<file path="config.mk">
export PLATFORM = sky130hd
export DESIGN_NAME = spi_evt_tx_flat
export DESIGN_NICKNAME = d
export VERILOG_FILES = /design/src/rtl/spi_evt_tx_pkg.sv /design/src/rtl/spi_evt_tx_if.sv /design/src/rtl/spi_evt_tx_fifo.sv /design/src/rtl/spi_evt_tx.sv /design/src/flat_wrapper.sv
export SDC_FILE = /design/constraint.sdc
export NUM_CORES = 1
export LEC_CHECK = 0
export BUFFER_PORTS_ARGS = -buffer_cell sky130_fd_sc_hd__buf_2
export CORE_MARGIN = 5
export CORE_UTILIZATION = 35
export CTS_CLUSTER_DIAMETER = 40
export DETAILED_ROUTE_END_ITERATION = 10
export GPL_TIMING_DRIVEN = 0
export PLACE_DENSITY = 0.59
export REMOVE_ABC_BUFFERS = 1
export SKIP_LAST_GASP = 1
export SLEW_MARGIN = 20
export SYNTH_ARGS = -nofsm -noshare
export SYNTH_HDL_FRONTEND = slang
export SYNTH_SLANG_ARGS = --single-unit
</file>
<file path="constraint.sdc">
create_clock -name fclk -period 2.93 [get_ports fclk]
set_clock_uncertainty 0.05 [all_clocks]
set_input_delay 0.879 -clock fclk [delete_from_list [all_inputs] [get_ports fclk]]
set_output_delay 0.879 -clock fclk [all_outputs]
set_load 0.02 [all_outputs]
</file>
<file path="src/rtl/spi_evt_tx_pkg.sv">
// rtl/spi_evt_tx_pkg.sv - shared types and constants for the FPGA->AVR event channel
// Purpose: frame FSM state type, STATUS byte layout and the filler byte sent
//          when the event FIFO runs dry during a frame.
// Ports:   none (package).
package spi_evt_tx_pkg;

  localparam int         STATUS_OVF_BIT = 7;
  localparam logic [7:0] EMPTY_BYTE     = 8'hFF;

  typedef enum logic [1:0] {
    ST_IDLE,
    ST_STATUS,
    ST_DATA
  } frame_state_e;

  // STATUS = {ovf, 2'b00, occupancy[4:0]}
  function automatic logic [7:0] status_byte(input logic ovf_f, input logic [4:0] cnt);
    logic [7:0] s;
    s = {3'b000, cnt};
    s[STATUS_OVF_BIT] = ovf_f;
    return s;
  endfunction

endpackage

</file>
<file path="src/rtl/spi_evt_tx_if.sv">
// rtl/spi_evt_tx_if.sv - event push bus and AVR SPI pins for spi_evt_tx
// Purpose: bundles the producer push strobe/data/full and the SPI slave pins.
// Ports (signals):
//   evt_stb, evt_data, evt_full      producer push side
//   spics_n, spick, spido            AVR master -> FPGA (asynchronous)
//   spidi, spiint_n, tx_active       FPGA -> AVR data, service request, pin mux select
interface spi_evt_tx_if;
  logic       evt_stb;
  logic [7:0] evt_data;
  logic       evt_full;
  logic       spics_n;
  logic       spick;
  logic       spido;
  logic       spidi;
  logic       spiint_n;
  logic       tx_active;

  modport master (
    output evt_stb, evt_data, spics_n, spick, spido,
    input  evt_full, spidi, spiint_n, tx_active
  );

  modport slave (
    input  evt_stb, evt_data, spics_n, spick, spido,
    output evt_full, spidi, spiint_n, tx_active
  );
endinterface

</file>
<file path="src/rtl/spi_evt_tx_fifo.sv">
// rtl/spi_evt_tx_fifo.sv - synchronous byte FIFO holding outbound events
// Purpose: 2**DEPTH_LOG2 entry FIFO. A push while full is accepted only when a
//          pop commits in the same cycle. head_next exposes the entry behind the
//          head so the reader can load the following byte on the pop cycle.
// Ports:
//   fclk, rst        clock, synchronous active-high reset
//   push, din        write strobe and byte
//   pop              read strobe (ignored when empty)
//   head, head_next  entries at the read pointer and the one after it
//   count            occupancy, DEPTH_LOG2+1 bits
//   full, empty      occupancy flags
module evt_fifo #(
  parameter int DEPTH_LOG2 = 4
) (
  input  logic                  fclk,
  input  logic                  rst,
  input  logic                  push,
  input  logic [7:0]            din,
  input  logic                  pop,
  output logic [7:0]            head,
  output logic [7:0]            head_next,
  output logic [DEPTH_LOG2:0]   count,
  output logic                  full,
  output logic                  empty
);
  localparam int DEPTH = 1 << DEPTH_LOG2;
  localparam logic [DEPTH_LOG2:0] DEPTH_CNT = {1'b1, {DEPTH_LOG2{1'b0}}};

  logic [7:0]            mem [DEPTH];
  logic [DEPTH_LOG2-1:0] wr_ptr;
  logic [DEPTH_LOG2-1:0] rd_ptr;
  logic [DEPTH_LOG2-1:0] rd_nxt;
  logic                  do_push;
  logic                  do_pop;

  assign full      = (count == DEPTH_CNT);
  assign empty     = ~|count;
  assign do_pop    = pop & ~empty;
  // A slot freed by a same-cycle pop makes room for the push even when full.
  assign do_push   = push & (~full | do_pop);
  assign rd_nxt    = rd_ptr + 1'b1;
  assign head      = mem[rd_ptr];
  assign head_next = mem[rd_nxt];

  always_ff @(posedge fclk) begin
    if (do_push) begin
      mem[wr_ptr] <= din;
    end
  end

  always_ff @(posedge fclk) begin
    if (rst) begin
      wr_ptr <= '0;
      rd_ptr <= '0;
      count  <= '0;
    end else begin
      if (do_push) begin
        wr_ptr <= wr_ptr + 1'b1;
      end
      if (do_pop) begin
        rd_ptr <= rd_nxt;
      end
      case ({do_push, do_pop})
        2'b10:   count <= count + 1'b1;
        2'b01:   count <= count - 1'b1;
        default: count <= count;
      endcase
    end
  end
endmodule

</file>
<file path="src/rtl/spi_evt_tx.sv">
// rtl/spi_evt_tx.sv - FPGA->AVR event channel drained by the AVR as SPI master
// Purpose: producers push bytes into evt_fifo; the AVR reads a frame of
//          STATUS followed by FIFO bytes (8'hFF once empty). A byte is only
//          committed (popped) when its 8th rising spick edge arrives.
// Ports:
//   fclk         system clock
//   rst          synchronous active-high reset
//   bus (slave)  evt_stb/evt_data/evt_full push side; spics_n/spick/spido in,
//                spidi/spiint_n/tx_active out
module spi_evt_tx
  import spi_evt_tx_pkg::*;
#(
  parameter int DEPTH_LOG2  = 4,
  parameter int SYNC_STAGES = 2
) (
  input  logic        fclk,
  input  logic        rst,
  spi_evt_tx_if.slave bus
);
  logic [SYNC_STAGES-1:0] sck_pipe;
  logic [SYNC_STAGES-1:0] cs_pipe;
  logic [SYNC_STAGES-1:0] do_pipe;
  logic                   sck_prev;
  logic                   cs_prev;
  logic                   spido_q_unused;
  logic                   sck_sync;
  logic                   cs_sync;
  logic                   sck_rise;
  logic                   sck_fall;
  logic                   cs_fall;

  frame_state_e           state;
  logic [2:0]             bit_cnt;
  logic [7:0]             shift_reg;
  logic                   loaded_data;
  logic                   ovf;
  logic                   spidi_q;
  logic                   spiint_q;
  logic                   tx_active_q;

  logic                   byte_done;
  logic                   pop;
  logic                   ovf_set;
  logic [7:0]             next_byte;
  logic                   next_has_data;

  logic [7:0]             head;
  logic [7:0]             head_next;
  logic [DEPTH_LOG2:0]    count;
  logic                   full;
  logic                   empty;

  evt_fifo #(.DEPTH_LOG2(DEPTH_LOG2)) u_fifo (
    .fclk      (fclk),
    .rst       (rst),
    .push      (bus.evt_stb),
    .din       (bus.evt_data),
    .pop       (pop),
    .head      (head),
    .head_next (head_next),
    .count     (count),
    .full      (full),
    .empty     (empty)
  );

  assign sck_sync = sck_pipe[SYNC_STAGES-1];
  assign cs_sync  = cs_pipe[SYNC_STAGES-1];
  assign sck_rise = sck_sync & ~sck_prev;
  assign sck_fall = ~sck_sync & sck_prev;
  assign cs_fall  = ~cs_sync & cs_prev;

  assign byte_done = (state != ST_IDLE) & ~cs_sync & sck_rise & (bit_cnt == 3'd7);
  // Only a data byte that actually carried a FIFO entry consumes it.
  assign pop       = byte_done & (state == ST_DATA) & loaded_data;
  assign ovf_set   = bus.evt_stb & full & ~pop;

  // The byte that follows is loaded on the completion cycle; when that cycle
  // also pops, the current head is already gone, so take the entry behind it.
  always_comb begin
    next_byte     = EMPTY_BYTE;
    next_has_data = 1'b0;
    if (pop) begin
      next_has_data = |count[DEPTH_LOG2:1];
      if (next_has_data) begin
        next_byte = head_next;
      end
    end else begin
      next_has_data = ~empty;
      if (~empty) begin
        next_byte = head;
      end
    end
  end

  always_ff @(posedge fclk) begin
    if (rst) begin
      sck_pipe       <= '0;
      cs_pipe        <= '1;
      do_pipe        <= '0;
      sck_prev       <= 1'b0;
      cs_prev        <= 1'b1;
      spido_q_unused <= 1'b0;
      state          <= ST_IDLE;
      bit_cnt        <= 3'd0;
      shift_reg      <= EMPTY_BYTE;
      loaded_data    <= 1'b0;
      ovf            <= 1'b0;
      spidi_q        <= 1'b1;
      spiint_q       <= 1'b1;
      tx_active_q    <= 1'b0;
    end else begin
      sck_pipe       <= {sck_pipe[SYNC_STAGES-2:0], bus.spick};
      cs_pipe        <= {cs_pipe[SYNC_STAGES-2:0], bus.spics_n};
      do_pipe        <= {do_pipe[SYNC_STAGES-2:0], bus.spido};
      sck_prev       <= sck_sync;
      cs_prev        <= cs_sync;
      spido_q_unused <= do_pipe[SYNC_STAGES-1];
      spiint_q       <= empty;

      // An overflowing push beats the STATUS-read clear.
      if (ovf_set) begin
        ovf <= 1'b1;
      end else if (byte_done && state == ST_STATUS) begin
        ovf <= 1'b0;
      end

      case (state)
        ST_IDLE: begin
          spidi_q <= 1'b1;
          bit_cnt <= 3'd0;
          if (cs_fall) begin
            state       <= ST_STATUS;
            tx_active_q <= 1'b1;
            shift_reg   <= status_byte(ovf, 5'(count));
            spidi_q     <= ovf;
            loaded_data <= 1'b0;
          end
        end
        ST_STATUS, ST_DATA: begin
          if (cs_sync) begin
            // End of frame or mid-byte abort: nothing uncommitted is popped.
            state       <= ST_IDLE;
            tx_active_q <= 1'b0;
            bit_cnt     <= 3'd0;
            spidi_q     <= 1'b1;
            loaded_data <= 1'b0;
          end else if (sck_rise) begin
            bit_cnt <= bit_cnt + 3'd1;
            if (bit_cnt == 3'd7) begin
              shift_reg   <= next_byte;
              loaded_data <= next_has_data;
              state       <= ST_DATA;
            end
          end else if (sck_fall) begin
            // First fall of a byte presents the freshly loaded MSB unshifted.
            if (bit_cnt == 3'd0) begin
              spidi_q <= shift_reg[7];
            end else begin
              shift_reg <= {shift_reg[6:0], 1'b0};
              spidi_q   <= shift_reg[6];
            end
          end
        end
        default: begin
          state       <= ST_IDLE;
          tx_active_q <= 1'b0;
        end
      endcase
    end
  end

  assign bus.evt_full  = full;
  assign bus.spidi     = spidi_q;
  assign bus.spiint_n  = spiint_q;
  assign bus.tx_active = tx_active_q;
endmodule

</file>
<file path="src/flat_wrapper.sv">
// flat-port wrapper written by rule: the top's interface ports become plain ports
module spi_evt_tx_flat import spi_evt_tx_pkg::*;
#(
  parameter int DEPTH_LOG2  = 4,
  parameter int SYNC_STAGES = 2
)
  (fclk, rst, bus_evt_stb, bus_evt_data, bus_spics_n, bus_spick, bus_spido, bus_evt_full, bus_spidi, bus_spiint_n, bus_tx_active);
  spi_evt_tx_if bus_i ();
  input  logic fclk;
  input  logic rst;
  input wire logic [$bits(bus_i.evt_stb)-1:0] bus_evt_stb;
  input wire logic [$bits(bus_i.evt_data)-1:0] bus_evt_data;
  input wire logic [$bits(bus_i.spics_n)-1:0] bus_spics_n;
  input wire logic [$bits(bus_i.spick)-1:0] bus_spick;
  input wire logic [$bits(bus_i.spido)-1:0] bus_spido;
  output wire logic [$bits(bus_i.evt_full)-1:0] bus_evt_full;
  output wire logic [$bits(bus_i.spidi)-1:0] bus_spidi;
  output wire logic [$bits(bus_i.spiint_n)-1:0] bus_spiint_n;
  output wire logic [$bits(bus_i.tx_active)-1:0] bus_tx_active;
  assign bus_i.evt_stb = bus_evt_stb;
  assign bus_i.evt_data = bus_evt_data;
  assign bus_i.spics_n = bus_spics_n;
  assign bus_i.spick = bus_spick;
  assign bus_i.spido = bus_spido;
  assign bus_evt_full = bus_i.evt_full;
  assign bus_spidi = bus_i.spidi;
  assign bus_spiint_n = bus_i.spiint_n;
  assign bus_tx_active = bus_i.tx_active;
  spi_evt_tx #(.DEPTH_LOG2(DEPTH_LOG2), .SYNC_STAGES(SYNC_STAGES)) u_core (.fclk(fclk), .rst(rst), .bus(bus_i));
endmodule
</file>
# After elaboration in Yosys (flattened, before gate mapping)
# Memory sizes are Yosys's and may differ from the RTL's. A register that Yosys moved wholly into a read port is not among the register bits.
# Cells that the tools add are included.
[totals]
reg_bits = 37
ram_bits = 128
inputBits = 14
output_inout_bits = 4
wordCells = 112
memories = 1
[op_classes]
n_addsub = 5
n_eq_ne = 16
muxes = 40
n_bitwise = 18
n_reduce_logical = 17
[mem_list]
columns = ["memory", "words", "width", "read_ports", "rd_clocked_by_memory_dff", "write_ports", "line_no", "source"]
rows = [
  ["u_core.u_fifo.mem", 16, 8, 2, 1, 1, "spi_evt_tx_fifo.sv:29", "logic [7:0] mem [DEPTH];"],
]
[op_table]
columns = ["operator", "count"]
rows = [
  ["2-to-1 mux 8 bit", 9],
  ["2-to-1 mux 1 bit", 16],
  ["one-hot mux 8 bit (2 select lines)", 1],
  ["bitwise AND 1 bit", 12],
  ["inequality test 3 x 1 -> 1 bit, second input constant", 4],
  ["one-hot mux 5 bit (2 select lines)", 1],
  ["adder 4 x 1 -> 4 bit, second input constant", 2],
  ["2-to-1 mux 2 bit", 4],
  ["2-to-1 mux 4 bit", 2],
  ["nonzero test 2 bit", 4],
  ["2-to-1 mux 3 bit", 2],
  ["inequality test 3 x 2 -> 1 bit, second input constant", 2],
  ["one-hot mux 1 bit (2 select lines)", 3],
  ["one-hot mux 3 bit (2 select lines)", 1],
  ["AND reduction 3 bit", 2],
  ["AND reduction 6 bit", 1],
  ["adder 5 x 1 -> 5 bit, second input constant", 1],
  ["== test 5 bit, second input constant", 1],
  ["NOT 1 bit", 5],
  ["OR reduction 5 bit", 1],
  ["subtractor 5 x 1 -> 5 bit, second input constant", 1],
  ["== test 2 x 1 -> 1 bit, second input constant", 2],
  ["== test 2 bit, second input constant", 2],
  ["inequality test 2 x 1 -> 1 bit, second input constant", 2],
  ["14 further kinds", 15],
]

# Logic depth before layout (Yosys ltp)
# Gate-level depths: netlist of run 1.
[logic_depth]
depth_word = 11
ltp_mapped = 13
depth_no_buf = 13

# By module
# Synthesis of run 1 repeated with hierarchy kept, for this count alone.
[hier_totals]
cells_unflattened = 537
hier_area_um2 = 8303.0
[modules_own_cells]
columns = ["mod", "instances", "cells_per_inst", "area_each_um2", "seq_area_each_um2"]
rows = [
  ["evt_fifo", 1, 372, 6881.6, 4184.0],
  ["spi_evt_tx", 1, 165, 1421.4, 480.5],
]

# Worst setup path after synthesis of run 1
# No wires, ideal clock.
[synth_path]
path_kind = "reg-to-reg"
from = "register u_core.state[0]"
to = "register u_core.u_fifo.count[4]"
t_arrival_ns = 2.412
required_time_ns = 2.757
slack_ns = 0.345
path_stages_with_launch = 14
path_buffers = 0
synth_period_minus_slack_ns = 2.585
cell_sequence = "dfxtp_1 > inv_1 > ha_1 > nand4bb_4 > nor2_4 > nand3_1 > inv_2 > nor2_1 > a31oi_1 > ha_1 > or3_1 > a21oi_1 > a2bb2oi_1 > mux2_1"
[synth_via]
elab_chain_len = 11
word_cells_on_any_way = 14
classes_between = "eq/ne: 3; mux: 1; bitwise: 8; reduce/logical: 2"
[synth_rtl]
columns = ["element", "line_no", "source"]
rows = [
  ["start: declaration", "spi_evt_tx.sv:32", "frame_state_e state;"],
  ["start signal: assignment", "spi_evt_tx.sv:103", "state <= ST_IDLE;"],
  ["start signal: assignment", "spi_evt_tx.sv:132", "state <= ST_STATUS;"],
  ["start signal: assignment", "spi_evt_tx.sv:142", "state <= ST_IDLE;"],
  ["nonzero test 2 bit", "spi_evt_tx.sv:72", "assign byte_done = (state != ST_IDLE) & ~cs_sync & sck_rise & (bit_cnt == 3'd7);"],
  ["bitwise AND 1 bit (3 in series)", "spi_evt_tx.sv:72", ""],
  ["bitwise AND 1 bit (*) (2 in series)", "spi_evt_tx.sv:74", "assign pop = byte_done & (state == ST_DATA) & loaded_data;"],
  ["bitwise AND 1 bit (*)", "spi_evt_tx_fifo.sv:38", "assign do_pop = pop & ~empty;"],
  ["OR 1 bit", "spi_evt_tx_fifo.sv:40", "assign do_push = push & (~full | do_pop);"],
  ["bitwise AND 1 bit", "spi_evt_tx_fifo.sv:40", ""],
  ["== test 2 x 1 -> 1 bit or == test 2 bit (tied branches)", "spi_evt_tx_fifo.sv:63", "case ({do_push, do_pop})"],
  ["one-hot mux 5 bit (2 select lines) or nonzero test 2 bit (tied branches)", "-", ""],
  ["end signal: assignment", "spi_evt_tx_fifo.sv:64", "2'b10: count <= count + 1'b1;"],
  ["end signal: assignment", "spi_evt_tx_fifo.sv:65", "2'b01: count <= count - 1'b1;"],
  ["end signal: assignment", "spi_evt_tx_fifo.sv:66", "default: count <= count;"],
  ["end: declaration", "spi_evt_tx_fifo.sv:22", "output logic [DEPTH_LOG2:0] count,"],
]
# Every way passes the cells marked *; elsewhere a longest branch is shown, timed or not.
# A chain may end at the register's enable or synchronous reset.

# Final worst setup path of run 1
[layout_path]
from = "register u_core.u_fifo.rd_ptr[0]"
to = "register u_core.shift_reg[0]"
[layout_via]
elab_chain_len = 8
[layout_rtl]
columns = ["element", "line_no", "source"]
rows = [
  ["start: declaration", "spi_evt_tx_fifo.sv:31", "logic [DEPTH_LOG2-1:0] rd_ptr;"],
  ["start signal: assignment", "spi_evt_tx_fifo.sv:61", "rd_ptr <= rd_nxt;"],
  ["adder 4 x 1 -> 4 bit", "spi_evt_tx_fifo.sv:41", "assign rd_nxt = rd_ptr + 1'b1;"],
  ["named net u_core.u_fifo.rd_nxt[1]", "spi_evt_tx_fifo.sv:32", "logic [DEPTH_LOG2-1:0] rd_nxt;"],
  ["memory read (16 x 8 bit)", "-", ""],
  ["2-to-1 mux 8 bit", "spi_evt_tx.sv:84", "if (next_has_data) begin"],
  ["2-to-1 mux 8 bit", "spi_evt_tx.sv:82", "if (pop) begin"],
  ["2-to-1 mux 8 bit", "spi_evt_tx.sv:149", "if (bit_cnt == 3'd7) begin"],
  ["2-to-1 mux 8 bit", "spi_evt_tx.sv:147", "end else if (sck_rise) begin"],
  ["2-to-1 mux 8 bit", "spi_evt_tx.sv:140", "if (cs_sync) begin"],
  ["one-hot mux 8 bit (2 select lines)", "spi_evt_tx.sv:127", "case (state)"],
  ["end signal: assignment", "spi_evt_tx.sv:134", "shift_reg <= status_byte(ovf, 5'(count));"],
  ["end signal: assignment", "spi_evt_tx.sv:150", "shift_reg <= next_byte;"],
  ["end signal: assignment", "spi_evt_tx.sv:159", "shift_reg <= {shift_reg[6:0], 1'b0};"],
  ["end: declaration", "spi_evt_tx.sv:34", "logic [7:0] shift_reg;"],
]
# The timed path passes the listed nets, and every way through them passes these cells. The select of a mux whose other input is x is not followed.

==> results of run 1 <==
==> how the worst max path moves through the flow <==
stage / slack (ns) / endpoint / depth (start not counted)
floorplan: -0.62 / u_core.shift_reg[0] / 5
global placement: -2.00 / u_core.shift_reg[0] / 5
detailed placement: -0.33 / u_core.shift_reg[0] / 5
CTS: 0.03 / u_core.u_fifo.count[4] / 13
global route: -0.02 / u_core.u_fifo.count[4] / 13
finish: 0.09 / u_core.shift_reg[0] / 5
==> through the flow <==
step	hold slack [ns]	setup WS (ns)	utilization (%)
floorplan	0.339	-0.620	-
global placement	0.352	-2.00	36.8
detailed placement	0.352	-0.331	37.1
CTS	0.390	0.0255	39.7
global route	0.406	-0.0238	39.9
finish	0.386	0.0902	39.9
==> repair_timing <==
item	in CTS	in global routing
cloned	1	0
setup endpoints to repair	4	5
resized for setup	3	4
hold buffers	0	0
buffers inserted	2	4
pin swaps	2	0
==> worst max-delay path: stages (launching register included) <==
cell	delay, ns
dfxtp_4	0.64
ha_4	0.50
mux4_1	0.63
mux2_1	0.35
o21ai_0	0.37
o221ai_1	0.16
==> power groups by stage <==
stage | logic, mW | registers, mW | clock network [mW]
2_1_floorplan | 0.543 | 2.76 | 0
3_3_place_gp | 0.732 | 2.77 | 0
3_5_place_dp | 0.742 | 2.77 | 0
4_1_cts | 0.749 | 2.72 | 2.23
5_1_grt | 0.850 | 2.73 | 2.32
6_report | 0.767 | 2.72 | 2.20
==> cell type report <==
type	instances	area [sq um]	area share, %
inverter	19	71.3	0.758
sequential	169	4670	49.7
clock buffer	17	425	4.52
clock inverter	15	148	1.57
multi-input combinational	364	3530	37.5
tap	319	399	4.24
timing repair buffer	23	158	1.68
==> per-layer routing <==
| layer | part of all wire, % | up-vias | wire, um | global-route usage (%) |
|---|---|---|---|---|
| met5 | 0 | - | 0 | 0 |
| met4 | 3.0 | 0 | 608 | 6.20 |
| met3 | 6.9 | 44 | 1420 | 3.74 |
| met2 | 49 | 179 | 9980 | 25.2 |
| met1 | 41 | 2667 | 8460 | 20.2 |
| li1 | - | 2330 | - | - |
==> cells in the mapped netlist, types with 7 or more instances <==
cell type / count / share of area, %
a31oi_1: 8 / 0.60
edfxtp_1: 128 / 46
o21ai_0: 13 / 0.78
inv_1: 17 / 0.76
nor3_1: 10 / 0.60
nand4b_1: 8 / 0.84
nand2_1: 41 / 1.8
mux4_2: 58 / 16
nand4_1: 11 / 0.82
clkbuf_1: 15 / 0.67
a21oi_1: 18 / 1.1
nand3_1: 14 / 0.84
ha_1: 14 / 2.1
and3_1: 9 / 0.67
mux2i_1: 35 / 4.2
dfxtp_1: 41 / 9.8
nor2b_1: 7 / 0.52
nor2_1: 35 / 1.6
and2_1: 8 / 0.60
buf_6: 9 / 1.2
==> logic make-up after synthesis <==
kind of cell	share of synthesized area, %
simple gates	10.6
buf+inv	3.18
flops	55.7
compound gates	6.71
xor+xnor	1.03
fa+ha+maj	2.09
mux	20.6
==> metrics.txt, run 1 <==
Final Max Slew Viols 0; starting density of the core 35.6%; Tcrit/Tclk final 96.9%; CP startpoint u_core.u_fifo.rd_ptr[0]; max cap viols 0; Post-synth EDFFs 128; Flop pwr share 47.9%; count of cell types in the netlist 64; # port buffers 16; switching pwr 1.58 mW; Slew @ Worst Pin 0.773 ns; Synth warnings 0; worst r2r path cells 5; leakage 3.02 nW; Internal Dissipation 4.10 mW; finished layout cell area 9400 sq um; GRT Resource Usage Total 15.5%; max reg flops 128; Setup TNS Final 0 ns; Sw Share 27.8%; Cell Area, Placed 8730 sq um; Crit path arrival time 3.09 ns; H-Tree Level Count 4; Worst Path Class, Setup register to register; Worst Min Path Start u_core.sck_pipe[0]; layout cells sized above 1 24.2%; post-layout power 5.68 mW; Die X-Extent 165 um; wire length per cell 22.1 um; CTS Buf Count 17; RSZ-0062 raised after global routing true; initial antenna violation count 0; WHS Endpoint u_core.sck_pipe[1]; crit start category register; Clock transition at path regs 0.07 ns; Initial DRC Count 371; post-layout net count 622; Worst Hold Class register to register; placed insts 887; final critical-path required period 2.84 ns; Vias 5220; Clock Sinks 169; sequential share of the synthesized area 55.7%; clock latency on the worst-skew pair 0.43 ns; Placer Congestion 0.932; core region area 23500 sq um; relative slew slack 48.3%; flops & latches, synth 169; DRC Markers 0; Critical Path RT 3.18 ns; CP Capture Type register; Die Span Y 165 um; clock share of power 38.6%; RR Startpoint u_core.u_fifo.rd_ptr[0]; asr flop ratio synth 0%; first-pass GRT wire length 31.1 mm; Hold Crit Depth 1; outcome finished clean; Setup-failing EPs final 0; reg-to-reg critical path endpoint u_core.shift_reg[0]; Hold Violations, Final 0; Fillers 2222; root buf cell clkbuf_16; Via density 5.64; Crit Path Max Fanout 28; gr ovfl total 0; Comb power frac 13.5%; die area 27100 sq um; Syn Area/Cell 14.4 sq um; R2R setup slack 0.09 ns; synthesized instance count 582; commonest cells after routing, fill and taps aside edfxtp_1 (128), mux4_2 (58), nand2_1 (40); CTS max path bufs 2; ANT cells 0; Worst VDD drop 0.313 mV; WL final 20.5 mm; Final ANT Viol Nets 0; IO Pins 18; detailed placer's ending HPWL 13.0 mm; vias in the first global route 5382; largest net degree at the start of global routing 34; commonest non-fill, non-tap cell in the layout edfxtp_1; ys flop type edfxtp_1; drt first pass iters 5; PD cells 605 nW/um^2; CTS tree built; fin cells 926; Area Overhead vs Synth 12.3%; Synth Cell Area 8370 sq um; row cnt 56; Max Clock Freq 352 MHz
Power figures use the tool's default switching activity.
==> inputs of run 2 (changes only) <==
--- a/config.mk
+++ b/config.mk
@@ -13,8 +13,8 @@
 export GPL_TIMING_DRIVEN = 0
 export PLACE_DENSITY = 0.59
 export REMOVE_ABC_BUFFERS = 1
-export SKIP_LAST_GASP = 1
 export SLEW_MARGIN = 20
 export SYNTH_ARGS = -nofsm -noshare
 export SYNTH_HDL_FRONTEND = slang
 export SYNTH_SLANG_ARGS = --single-unit
+export TNS_END_PERCENT = 20
==> constraint.sdc (replaced) <==
create_clock -name fclk -period 3.35 [get_ports fclk]
set_clock_uncertainty 0.05 [all_clocks]
set_input_delay 1.005 -clock fclk [delete_from_list [all_inputs] [get_ports fclk]]
set_output_delay 1.005 -clock fclk [all_outputs]
set_load 0.02 [all_outputs]
==> run 2 against run 1 <==
  * Highest routed layer unchanged
  * Sequential cell count stayed put
  * Combinational power is 13% lower
  * Sequential share of layout area is 0.52 points higher
  * Largest cell class unchanged
==> metrics.txt, run 2 (synthesis results as in run 1) <==
first-pass GRT wire length 30.6 mm (-1.6%); Setup-failing EPs final 0 (unchanged); reg-to-reg critical path endpoint u_core.shift_reg[0]; DRC Markers 0 (unchanged); Placer Congestion 0.932 (unchanged); gr ovfl total 0 (unchanged); CTS tree built; Die Span Y 165 um (unchanged); CP Capture Type register; Die X-Extent 165 um (unchanged); # hold bufs at CTS 0 (unchanged); drt first pass iters 5 (unchanged); Worst VDD drop 0.274 mV (-13%); commonest non-fill, non-tap cell in the layout edfxtp_1; Hold Violations, Final 0 (unchanged); Critical Path RT 3.60 ns (+0.42 ns); final critical-path required period 3.05 ns (+0.214 ns); Setup TNS Final 0 ns (unchanged); relative slew slack 26.4% (-22 points); max cap viols 0 (unchanged); GRT Resource Usage Total 15.3% (-0.25 points); leakage 2.97 nW (-1.8%); Crit Path Max Fanout 28 (unchanged); Clock transition at path regs 0.07 ns (about the same); Clock Sinks 169 (unchanged); ANT cells 0 (unchanged); largest net degree at the start of global routing 36 (+5.9%); layout cells sized above 1 22.8% (-1.4 points); worst r2r path cells 6 (+1); clock latency on the worst-skew pair 0.43 ns (about the same); crit start category register; fin cells 919 (-0.76%); detailed placer's ending HPWL 13.0 mm (unchanged); Initial DRC Count 374 (+0.81%); max reg flops 128 (unchanged); PD cells 533 nW/um^2 (-12%); RSZ-0062 raised after global routing false; Cell Area, Placed 8730 sq um (unchanged); Area Overhead vs Synth 11.1%; Worst Min Path Start u_core.sck_pipe[0]; Tcrit/Tclk final 91.2% (-5.8 points); row cnt 56 (unchanged); commonest cells after routing, fill and taps aside edfxtp_1 (128), mux4_2 (58), nand2_1 (40); post-layout power 4.96 mW (-13%); Worst Hold Class register to register; H-Tree Level Count 4 (unchanged); Crit path arrival time 3.30 ns (+0.21 ns); Final ANT Viol Nets 0 (unchanged); WL final 20.0 mm (-2.1%); Hold Crit Depth 1 (unchanged); vias in the first global route 5371 (-0.20%); Vias 5111 (-2.1%); die area 27100 sq um (unchanged); starting density of the core 35.6% (unchanged); finished layout cell area 9310 sq um (-1.0%); Via density 5.56 (-1.3%); # port buffers 16 (unchanged); CTS max path bufs 2 (unchanged); post-layout net count 615 (-1.1%); R2R setup slack 0.30 ns (+0.21 ns); IO Pins 18 (unchanged); CP startpoint u_core.u_fifo.rd_ptr[0]; Worst Path Class, Setup register to register; RR Startpoint u_core.u_fifo.rd_ptr[0]; placed insts 887 (unchanged); Slew @ Worst Pin 1.10 ns (+0.323 ns); WHS Endpoint u_core.sck_pipe[1]; outcome finished clean; core region area 23500 sq um (unchanged); CTS Buf Count 17 (unchanged); initial antenna violation count 0 (unchanged); wire length per cell 21.8 um (-1.4%); Fillers 2230 (+0.36%); Max Clock Freq 327 MHz (-7.0%); root buf cell clkbuf_16; Final Max Slew Viols 0 (unchanged)
[run 2: layer usage]
layer	global-route usage, %	vias up	share of wire, %
li1	-	2303	-
met4	6.20	0	3.3
met3	4.02	52	6.6
met1	19.4	2554	42
met5	0	-	0
met2	25.0	202	48
[run 2: timing repair]
item	in CTS	in global routing
setup buffers	0	0
gates resized for setup	0	2
setup endpoints to repair	0	2
[run 2: worst max path at each step]
stage / endpoint / slack [ns] / depth (start not counted)
after floorplan: u_core.shift_reg[0] / -0.20 / 5
after global placement: u_core.shift_reg[0] / -1.58 / 5
after detailed placement: u_core.shift_reg[0] / 0.09 / 5
after CTS: u_core.shift_reg[0] / 0.08 / 5
after global routing: u_core.u_fifo.count[4] / 0.13 / 13
final: u_core.shift_reg[0] / 0.30 / 6
[run 2: stage by stage]
stage          hold WS, ns  util, %  setup WS [ns]
4_1_cts              0.390     39.5         0.0789
3_5_place_dp         0.352     37.1         0.0892
5_1_grt              0.406     39.5          0.128
2_1_floorplan        0.339        -         -0.200
3_3_place_gp         0.352     36.8          -1.58
6_report             0.386     39.5          0.296
[run 2: layout make-up]
| class | instances | area [sq um] | area share, % |
|---|---|---|---|
| Clock inverter | 15 | 148 | 1.59 |
| Tap cell | 319 | 399 | 4.29 |
| Sequential cell | 169 | 4670 | 50.2 |
| Inverter | 19 | 71.3 | 0.766 |
| Timing Repair Buffer | 17 | 100 | 1.08 |
| Clock buffer | 17 | 425 | 4.57 |
| Multi-Input combinational cell | 363 | 3490 | 37.5 |
[run 2: worst max-delay path: stages (launching register included)]
cell and delay (ns):
dfxtp_4 0.65, ha_4 0.28, xor2_4 0.65, mux4_1 0.41, mux2_1 0.35, o21ai_0 0.38, o221ai_1 0.16
[run 2: power by group]
part | leakage (nW) | total (mW) | internal [mW] | switching, mW
clock | 0.279 | 1.92 | 0.993 | 0.927
combinational | 1.20 | 0.664 | 0.261 | 0.402
sequential | 1.49 | 2.38 | 2.33 | 0.0539
total | 2.97 | 4.96 | 3.58 | 1.38
==> inputs of run 3 (changes only) <==
==> constraint.sdc (replaced) <==
create_clock -name fclk -period 3.7 [get_ports fclk]
set_clock_uncertainty 0.05 [all_clocks]
set_input_delay 1.11 -clock fclk [delete_from_list [all_inputs] [get_ports fclk]]
set_output_delay 1.11 -clock fclk [all_outputs]
set_load 0.02 [all_outputs]
==> run 3 against run 2 <==
  * Non-clock buffer count is the same
  * Sequential power shrank 9.2%
  * Routed wire length shrank 0.14%
  * First-iteration DRC count grew 12%
  * Die area is the same
  * Global-route usage is the same
  * Critical path type unchanged
  * Largest power group unchanged
==> metrics.txt, run 3 (synthesis results as in run 1) <==
PD cells 483 nW/um^2 (-9.5%); met3 WL 1.38 mm (+3.4%); # port buffers 16 (unchanged); Final Max Slew Viols 0 (unchanged); commonest cells after routing, fill and taps aside edfxtp_1 (128), mux4_2 (58), nand2_1 (41); Critical Path RT 3.95 ns (+0.35 ns); WL final 20.0 mm (-0.14%); die area 27100 sq um (unchanged); Setup-failing EPs final 0 (unchanged); Initial DRC Count 418 (+12%); commonest non-fill, non-tap cell in the layout edfxtp_1; post-CTS setup buffer count 0 (unchanged); highest routing layer actually used met4; drt first pass iters 5 (unchanged); Final ANT Viol Nets 0 (unchanged); Placer Congestion 0.932 (unchanged); wire length per cell 21.8 um (-0.14%); Cell Area, Placed 8730 sq um (unchanged); starting density of the core 35.6% (unchanged); Die Span Y 165 um (unchanged); clock latency on the worst-skew pair 0.43 ns (about the same); Clock Sinks 169 (unchanged); RSZ-0062 raised after global routing false; Tcrit/Tclk final 89.6% (-1.6 points); root buf cell clkbuf_16; post-layout net count 615 (unchanged); Vias 5127 (+0.31%); metal2 WL 9.78 mm (+0.91%); vias in the first global route 5371 (unchanged); leakage 2.97 nW (about the same); Worst VDD drop 0.246 mV (-10%); gr ovfl total 0 (unchanged); first-pass GRT wire length 30.6 mm (unchanged); GRT Resource Usage Total 15.3% (unchanged); CTS max path bufs 2 (unchanged); final critical-path required period 3.32 ns (+0.262 ns); IO Pins 18 (unchanged); Worst Hold Class register to register; met1 wire length 8.28 mm (-0.62%); Fillers 2230 (unchanged); CTS tree built; Area Overhead vs Synth 11.1% (about the same); # hold bufs at CTS 0 (unchanged); Slew @ Worst Pin 1.11 ns (+0.0139 ns); Multi-input gate area 3480 sq um (about the same); Crit Path Max Fanout 35 (+25%); CP Capture Type register; Die X-Extent 165 um (unchanged); core region area 23500 sq um (unchanged); CTS Buf Count 17 (unchanged); row cnt 56 (unchanged); DRC Markers 0 (unchanged); layout cells sized above 1 22.7% (-0.17 points); crit start category register; ANT cells 0 (unchanged); slack of the critical path 0.385 ns (+0.0885 ns); Register Area 4670 sq um (about the same); worst hold margin 0.386 ns (-0.0000230 ns); initial antenna violation count 0 (unchanged); detailed placer's ending HPWL 13.0 mm (unchanged); relative slew slack 25.5% (-0.93 points); Worst Path Class, Setup register to register; H-Tree Level Count 4 (unchanged); Clock transition at path regs 0.07 ns (about the same); outcome finished clean; max cap viols 0 (unchanged); Crit path arrival time 3.56 ns (+0.26 ns); post-layout power 4.49 mW (-9.6%); Max Clock Freq 302 MHz (-7.9%); max reg flops 128 (unchanged); post-CTS sizing 0 (unchanged); largest net degree at the start of global routing 36 (unchanged); DP Worst Slack 0.370 ns (+0.281 ns); Hold Violations, Final 0 (unchanged); Via density 5.58 (+0.31%); finished layout cell area 9300 sq um (about the same); final core utilization 39.5% (about the same)
==> run 3: cell type report <==
type	instances	area share [%]
Clock buffer	17	4.57
Sequential cell	169	50.2
Multi-Input combinational cell	363	37.5
Clock inverter	15	1.59
Timing Repair Buffer	17	1.08
Tap cell	319	4.29
Inverter	19	0.767
==> run 3: final timing paths <==
check	startpoint	to	slack (ns)	cells past startpoint
setup / recovery	u_core.u_fifo.rd_ptr[0]	u_core.shift_reg[0]	0.38	5
hold / removal	u_core.sck_pipe[0]	u_core.sck_pipe[1]	0.39	1
setup reg to reg	u_core.u_fifo.rd_ptr[0]	u_core.shift_reg[0]	0.38	5
hold reg to reg	u_core.sck_pipe[0]	u_core.sck_pipe[1]	0.39	1
==> run 3: critical path, stage by stage (launching register included) <==
cell	delay, ns
dfxtp_2	0.87
ha_4	0.72
mux4_1	0.65
mux2_1	0.34
o21ai_0	0.37
o221ai_1	0.16
==> run 3: per-stage QoR <==
stage | TNS [ns] | std cells
floorplan | 0 | 551
global placement | -8.38 | 886
detailed placement | 0 | 887
CTS | 0 | 919
global route | 0 | 919
finish | 0 | 919
==> run 3: power by group <==
part / leakage [nW] / internal [mW] / switching, mW
Sequential: 1.49 / 2.11 / 0.0490
Combinational: 1.20 / 0.236 / 0.362
Clock: 0.279 / 0.899 / 0.835
==> run 3: per-layer routing <==
layer	vias to the layer above	track usage [%]
met3	40	4.02
met5	-	0
met1	2580	19.4
met2	203	25.0
li1	2304	-
met4	0	6.20
